===== config.mk =====
export PLATFORM = sky130hd
export DESIGN_NAME = input_debounce_conditioner_flat
export DESIGN_NICKNAME = d
export VERILOG_FILES = /design/src/rtl/input_debounce_conditioner_if.sv /design/src/rtl/input_debounce_conditioner.sv /design/src/flat_wrapper.sv
export SDC_FILE = /design/constraint.sdc
export NUM_CORES = 1
export LEC_CHECK = 0
export CELL_PAD_IN_SITES_DETAIL_PLACEMENT = 2
export CELL_PAD_IN_SITES_GLOBAL_PLACEMENT = 2
export CORE_MARGIN = 3
export CORE_UTILIZATION = 30
export DETAILED_ROUTE_END_ITERATION = 10
export PLACE_DENSITY = 0.76
export SYNTH_ARGS = -nofsm -noshare
export SYNTH_HDL_FRONTEND = slang
export SYNTH_SLANG_ARGS = --single-unit

===== constraint.sdc =====
create_clock -name clk -period 2 [get_ports clk]
set_input_delay 0.4 -clock clk [delete_from_list [all_inputs] [get_ports clk]]
set_output_delay 0.4 -clock clk [all_outputs]
set_load 0.01 [all_outputs]

===== src/rtl/input_debounce_conditioner_if.sv =====
// Port bundle between the raw request lines, the debounce conditioner and
// its consumers (the 4-input priority encoder and event-driven logic).
// There is no valid/ready handshake here: every signal is a continuous level
// (d_rise/d_fall are single-cycle pulses), sampled on the rising clock edge.
// state_dbg exposes each channel's FSM state, 2 bits per channel, channel i
// at [2*i+1:2*i]; encoding LOW=0, CHK_H=1, HIGH=2, CHK_L=3.
interface input_debounce_conditioner_if #(
   parameter int N_CH = 4
);
   logic              en;
   logic [N_CH-1:0]   d_raw;
   logic [N_CH-1:0]   d_stable;
   logic [N_CH-1:0]   d_rise;
   logic [N_CH-1:0]   d_fall;
   logic              any_active;
   logic [2*N_CH-1:0] state_dbg;

   // Upstream side: drives raw lines and enable, observes conditioned levels.
   modport master (
      output en, d_raw,
      input  d_stable, d_rise, d_fall, any_active, state_dbg
   );

   // Conditioner side.
   modport slave (
      input  en, d_raw,
      output d_stable, d_rise, d_fall, any_active, state_dbg
   );
endinterface


===== src/rtl/input_debounce_conditioner.sv =====
// Synchronises and independently debounces N_CH raw request lines. Each
// channel runs a four-state FSM (LOW, CHK_H, HIGH, CHK_L) with a saturating
// qualification counter; a change is accepted only after DB_CYCLES identical
// synchronised samples, counted from the most recent bounce.
module input_debounce_conditioner #(
   parameter int N_CH        = 4,
   parameter int SYNC_STAGES = 2,
   parameter int DB_CYCLES   = 8
) (
   input logic                        clk,
   input logic                        rst_n,
   input_debounce_conditioner_if.slave bus
);

   localparam int            CW       = $clog2(DB_CYCLES + 1);
   localparam logic [CW-1:0] CNT_LAST = CW'(DB_CYCLES - 1);
   localparam logic [CW-1:0] CNT_ONE  = CW'(1);

   typedef enum logic [1:0] {
      LOW   = 2'd0,
      CHK_H = 2'd1,
      HIGH  = 2'd2,
      CHK_L = 2'd3
   } state_e;

   logic [N_CH-1:0] sync_q [SYNC_STAGES];
   logic [N_CH-1:0] s;

   state_e          state_q [N_CH];
   state_e          state_d [N_CH];
   logic [CW-1:0]   cnt_q   [N_CH];
   logic [CW-1:0]   cnt_d   [N_CH];

   logic [N_CH-1:0] stable_q, stable_d;
   logic [N_CH-1:0] rise_q, rise_d;
   logic [N_CH-1:0] fall_q, fall_d;

   // Synchroniser chain: runs every cycle, independent of en.
   always_ff @(posedge clk or negedge rst_n) begin
      if (!rst_n) begin
         for (int k = 0; k < SYNC_STAGES; k++) sync_q[k] <= '0;
      end else begin
         sync_q[0] <= bus.d_raw;
         for (int k = 1; k < SYNC_STAGES; k++) sync_q[k] <= sync_q[k-1];
      end
   end

   assign s = sync_q[SYNC_STAGES-1];

   // Per-channel next state, counter and output pulses; en=0 freezes all of it.
   always_comb begin
      for (int i = 0; i < N_CH; i++) begin
         state_d[i] = state_q[i];
         cnt_d[i]   = cnt_q[i];
      end
      stable_d = stable_q;
      rise_d   = '0;
      fall_d   = '0;

      if (bus.en) begin
         for (int i = 0; i < N_CH; i++) begin
            unique case (state_q[i])
               LOW: begin
                  if (s[i]) begin
                     if (DB_CYCLES == 1) begin
                        state_d[i]  = HIGH;
                        cnt_d[i]    = '0;
                        stable_d[i] = 1'b1;
                        rise_d[i]   = 1'b1;
                     end else begin
                        state_d[i] = CHK_H;
                        cnt_d[i]   = CNT_ONE;
                     end
                  end
               end
               CHK_H: begin
                  if (!s[i]) begin
                     // Bounce: fall back to the settled level and restart.
                     state_d[i] = LOW;
                     cnt_d[i]   = '0;
                  end else if (cnt_q[i] == CNT_LAST) begin
                     state_d[i]  = HIGH;
                     cnt_d[i]    = '0;
                     stable_d[i] = 1'b1;
                     rise_d[i]   = 1'b1;
                  end else begin
                     cnt_d[i] = cnt_q[i] + CNT_ONE;
                  end
               end
               HIGH: begin
                  if (!s[i]) begin
                     if (DB_CYCLES == 1) begin
                        state_d[i]  = LOW;
                        cnt_d[i]    = '0;
                        stable_d[i] = 1'b0;
                        fall_d[i]   = 1'b1;
                     end else begin
                        state_d[i] = CHK_L;
                        cnt_d[i]   = CNT_ONE;
                     end
                  end
               end
               CHK_L: begin
                  if (s[i]) begin
                     state_d[i] = HIGH;
                     cnt_d[i]   = '0;
                  end else if (cnt_q[i] == CNT_LAST) begin
                     state_d[i]  = LOW;
                     cnt_d[i]    = '0;
                     stable_d[i] = 1'b0;
                     fall_d[i]   = 1'b1;
                  end else begin
                     cnt_d[i] = cnt_q[i] + CNT_ONE;
                  end
               end
               default: begin
                  state_d[i] = LOW;
                  cnt_d[i]   = '0;
               end
            endcase
         end
      end
   end

   // State, counter and registered outputs; reset discards any pending change.
   always_ff @(posedge clk or negedge rst_n) begin
      if (!rst_n) begin
         for (int i = 0; i < N_CH; i++) begin
            state_q[i] <= LOW;
            cnt_q[i]   <= '0;
         end
         stable_q <= '0;
         rise_q   <= '0;
         fall_q   <= '0;
      end else begin
         for (int i = 0; i < N_CH; i++) begin
            state_q[i] <= state_d[i];
            cnt_q[i]   <= cnt_d[i];
         end
         stable_q <= stable_d;
         rise_q   <= rise_d;
         fall_q   <= fall_d;
      end
   end

   assign bus.d_stable   = stable_q;
   assign bus.d_rise     = rise_q;
   assign bus.d_fall     = fall_q;
   assign bus.any_active = |stable_q;

   // Pack per-channel FSM state for observation.
   always_comb begin
      bus.state_dbg = '0;
      for (int i = 0; i < N_CH; i++) bus.state_dbg[2*i +: 2] = state_q[i];
   end

endmodule

===== src/flat_wrapper.sv =====
// flat-port wrapper written by rule: the top's interface ports become plain ports
module input_debounce_conditioner_flat 
#(
   parameter int N_CH        = 4,
   parameter int SYNC_STAGES = 2,
   parameter int DB_CYCLES   = 8
)
  (clk, rst_n, bus_en, bus_d_raw, bus_d_stable, bus_d_rise, bus_d_fall, bus_any_active, bus_state_dbg);
  input_debounce_conditioner_if #(.N_CH(N_CH)) bus_i ();
  input logic clk;
  input logic rst_n;
  input wire logic [$bits(bus_i.en)-1:0] bus_en;
  input wire logic [$bits(bus_i.d_raw)-1:0] bus_d_raw;
  output wire logic [$bits(bus_i.d_stable)-1:0] bus_d_stable;
  output wire logic [$bits(bus_i.d_rise)-1:0] bus_d_rise;
  output wire logic [$bits(bus_i.d_fall)-1:0] bus_d_fall;
  output wire logic [$bits(bus_i.any_active)-1:0] bus_any_active;
  output wire logic [$bits(bus_i.state_dbg)-1:0] bus_state_dbg;
  assign bus_i.en = bus_en;
  assign bus_i.d_raw = bus_d_raw;
  assign bus_d_stable = bus_i.d_stable;
  assign bus_d_rise = bus_i.d_rise;
  assign bus_d_fall = bus_i.d_fall;
  assign bus_any_active = bus_i.any_active;
  assign bus_state_dbg = bus_i.state_dbg;
  input_debounce_conditioner #(.N_CH(N_CH), .SYNC_STAGES(SYNC_STAGES), .DB_CYCLES(DB_CYCLES)) u_core (.clk(clk), .rst_n(rst_n), .bus(bus_i));
endmodule

==> impl_metrics.yaml, run 1 <==
grt:
  grt-ovfl-total: 0
  grt_pass1_vias: 1749
  grt_max_degree: 24
  antenna_found_initial: 0
  grt_usage: 0.152
  grt_pass1_wl_um: 8890
timing:
  rsz0062_at_grt: "no"
  finalHoldViolCount: 0
  period_needed_ns: 1.92
  final_max_slew_viol_count: 0
  max_slew_margin: 0.646
  fmax_mhz: 521
  finalSetupViolations: 0
  setup_tns_ns: 0
  skew_ns: 0.00266
  min_period_over_period: 0.960
  tightest_slew_ns: 0.531
drt:
  vias: 1527
  drtPass1Iterations: 4
  wl_met2_um: 2820
  ant_nets: 0
  top_layer: "met4"
  vias_per_cell: 5.38
  wl_met1_um: 2090
  drc_errors: 0
  drt_iter0_markers: 55
  wire_per_inst_um: 18.1
  wl_met3_um: 140
  wl_um: 5130
power:
  switching_share: 0.356
  power_density_nw_per_um2: 1120
  irDropWorstVdd_v: 0.000531
  intPower_uw: 1770
  total_power_uw: 2760
  pwr-share-comb: 0.296
  switching_power_uw: 983
  p_clk_frac: 0.209
  seqPwrFrac: 0.495
  total_leakage_power_uw: 0.00106
layout:
  drive_gt1_frac: 0.124
  fin_nets: 219
  final_cell_mix: "dfrtp_1 (44), clkdlybuf4s50_1 (25), nand2_1 (16)"
  mostFrequentLayoutCell: "dfrtp_1"
  multi_input_area_um2: 820
  n_antenna_cell: 0
  nFillCells: 650
  syn2layout_area_growth_pct: 26.1
  register_area_um2: 1100
yosys:
  synthesis.area_um2: 1960
  ys_warn_count: 0
  synthFlopType: "dfrtp_1"
  ys_seq_area_frac: 0.562
  ys_types: 42
  postSynthAreaPerCell_um2: 11.5
  synth_edf_count: 0
  synthCells: 170
  async_flop_share: 1.00
  synth_nets: 181
  ys_seq_elements: 44
critical_path:
  critPathMaxFanout: 4
  critPathRequiredTime_ns: 1.60
  reg2reg_from: "u_core.cnt_q[0]"
  critPathLaunchType: "flop"
  r2r_cells: 4
  regToRegSetupSlack_ns: 0.33
  setup.worst_path.end_class: "primary output"
  crit_start: "u_core.bus.d_stable[1]"
  path_class: "flop to primary output"
  worstPathArrival_ns: 1.52
  crit_end: "bus_any_active"
floorplanning:
  core_area_um2: 6130
  die_w_um: 86.8
  pin_count: 28
  die_h_um: 86.8
  start_util: 0.319
  die_area_um2: 7530
  rows: 28
clock_network:
  cts_tree: "built"
  clockBufferDepth: 2
  hold_buffers: 0
  path_clk_slew_ns: 0.08
  clk_latency_ns: 0.29
  cts.sinks: 44
  clock-root-buffer: "clkbuf_8"
  cts-htree-levels: 2
  cts-buffers-inserted: 5
flow_run:
  drv_cap: 0
placed_design:
  portBuffers: 27
  gp_congestion: 0.722
  dp_hpwl_um: 3820
outcome:
  status: "finished, final reports clean"
worst_hold_path:
  hold_path_class: "primary input to async pin"
-- cell type report --
type	instances	share of cell area
multi-input cells	117	0.332
clock buffers	8	0.0365
flip-flops and latches	44	0.446
repair buffers	37	0.143
well taps	75	0.0380
inverters	3	0.00456
-- cells in the mapped netlist (all sizes together), types with 5 or more instances --
master | instances | area, um^2
a21oi | 5 | 25.0
dfrtp | 44 | 1100
nor3 | 5 | 25.0
nand3 | 11 | 55.1
o21ai | 9 | 45.0
o2bb2ai | 7 | 61.3
nand2 | 16 | 60.1
mux2 | 5 | 60.1
mux2i | 7 | 70.1
nand3b | 5 | 37.5
nor2b | 5 | 31.3
-- flip-flops by register name, summed over array words and instances, names as in the netlist, named ones only --
name	flops
u_core.bus.d_rise	4
u_core.bus.state_dbg	4
u_core.cnt_q	16
u_core.bus.d_stable	4
u_core.sync_q	4
u_core.s	4
u_core.bus.d_fall	4
-- power by group through the flow --
| stage | Sequential (uW) | Combinational, uW | Clock (uW) |
|---|---|---|---|
| finish | 1360 | 816 | 577 |
| global route | 1410 | 928 | 639 |
| CTS | 1370 | 829 | 598 |
| detailed placement | 1380 | 823 | 0 |
| global placement | 1340 | 752 | 0 |
| floorplan | 1280 | 530 | 0 |
-- metrics by stage --
stage                     instances   util  setup slack [ns]  hold slack, ns  cell area (um^2)
after floorplan                 170      -             0.442           0.104              1960
after global placement          275  0.387            0.0469           0.333              2370
after detailed placement        275  0.387            0.0129           0.338              2370
after CTS                       283  0.401           0.00869          0.0916              2460
after global routing            284  0.403            0.0257           0.111              2470
final                           284  0.403            0.0790          0.0742              2470
-- critical path: stages, from the launching register on --
cell,delay (ns)
dfrtp_1,0.43
or4_1,0.54
clkdlybuf4s15_1,0.26
-- logic make-up (layout without fill, tap and decap cells) --
kind of cell | Yosys count | in the layout | synth area share
xor+xnor | 4 | 4 | 0.0217
simple gates | 57 | 57 | 0.159
flops | 44 | 44 | 0.562
compound gates | 40 | 40 | 0.146
mux | 12 | 12 | 0.0665
fa+ha+maj | 4 | 4 | 0.0256
buf+inv | 9 | 48 | 0.0192
-- repair_timing --
item / 4_1_cts / 5_1_grt
buffers inserted: 0 / 1
gates resized for setup: 1 / 1
endpoints found under the setup margin: 1 / 1
-- metal layers --
layer | global-route usage | vias to the layer above
met4 | 0.0524 | 0
met1 | 0.176 | 798
li1 | - | 700
met5 | 0 | -
met2 | 0.275 | 19
met3 | 0.0333 | 10
-- worst min-delay path by stage --
stage / start / to / slack [ns] / depth (start not counted)
2_1_floorplan: rst_n / async pin / 0.10 / 0
3_3_place_gp: u_core.sync_q[7] / u_core.s[3] / 0.33 / 0
3_5_place_dp: u_core.sync_q[4] / u_core.s[0] / 0.34 / 0
4_1_cts: rst_n / u_core.s[1] / 0.09 / 1
5_1_grt: rst_n / u_core.s[3] / 0.11 / 1
6_report: rst_n / u_core.sync_q[5] / 0.07 / 1
Note: power is estimated with default switching activity, not from simulation.
==> run 2: changes to the inputs <==
--- a/config.mk
+++ b/config.mk
@@ -5,6 +5,7 @@
 export SDC_FILE = /design/constraint.sdc
 export NUM_CORES = 1
 export LEC_CHECK = 0
+export CAP_MARGIN = 20
 export CELL_PAD_IN_SITES_DETAIL_PLACEMENT = 2
 export CELL_PAD_IN_SITES_GLOBAL_PLACEMENT = 2
 export CORE_MARGIN = 3
==> results of run 2 <==
Final layout, timing and power as in run 1 (identical DEF).
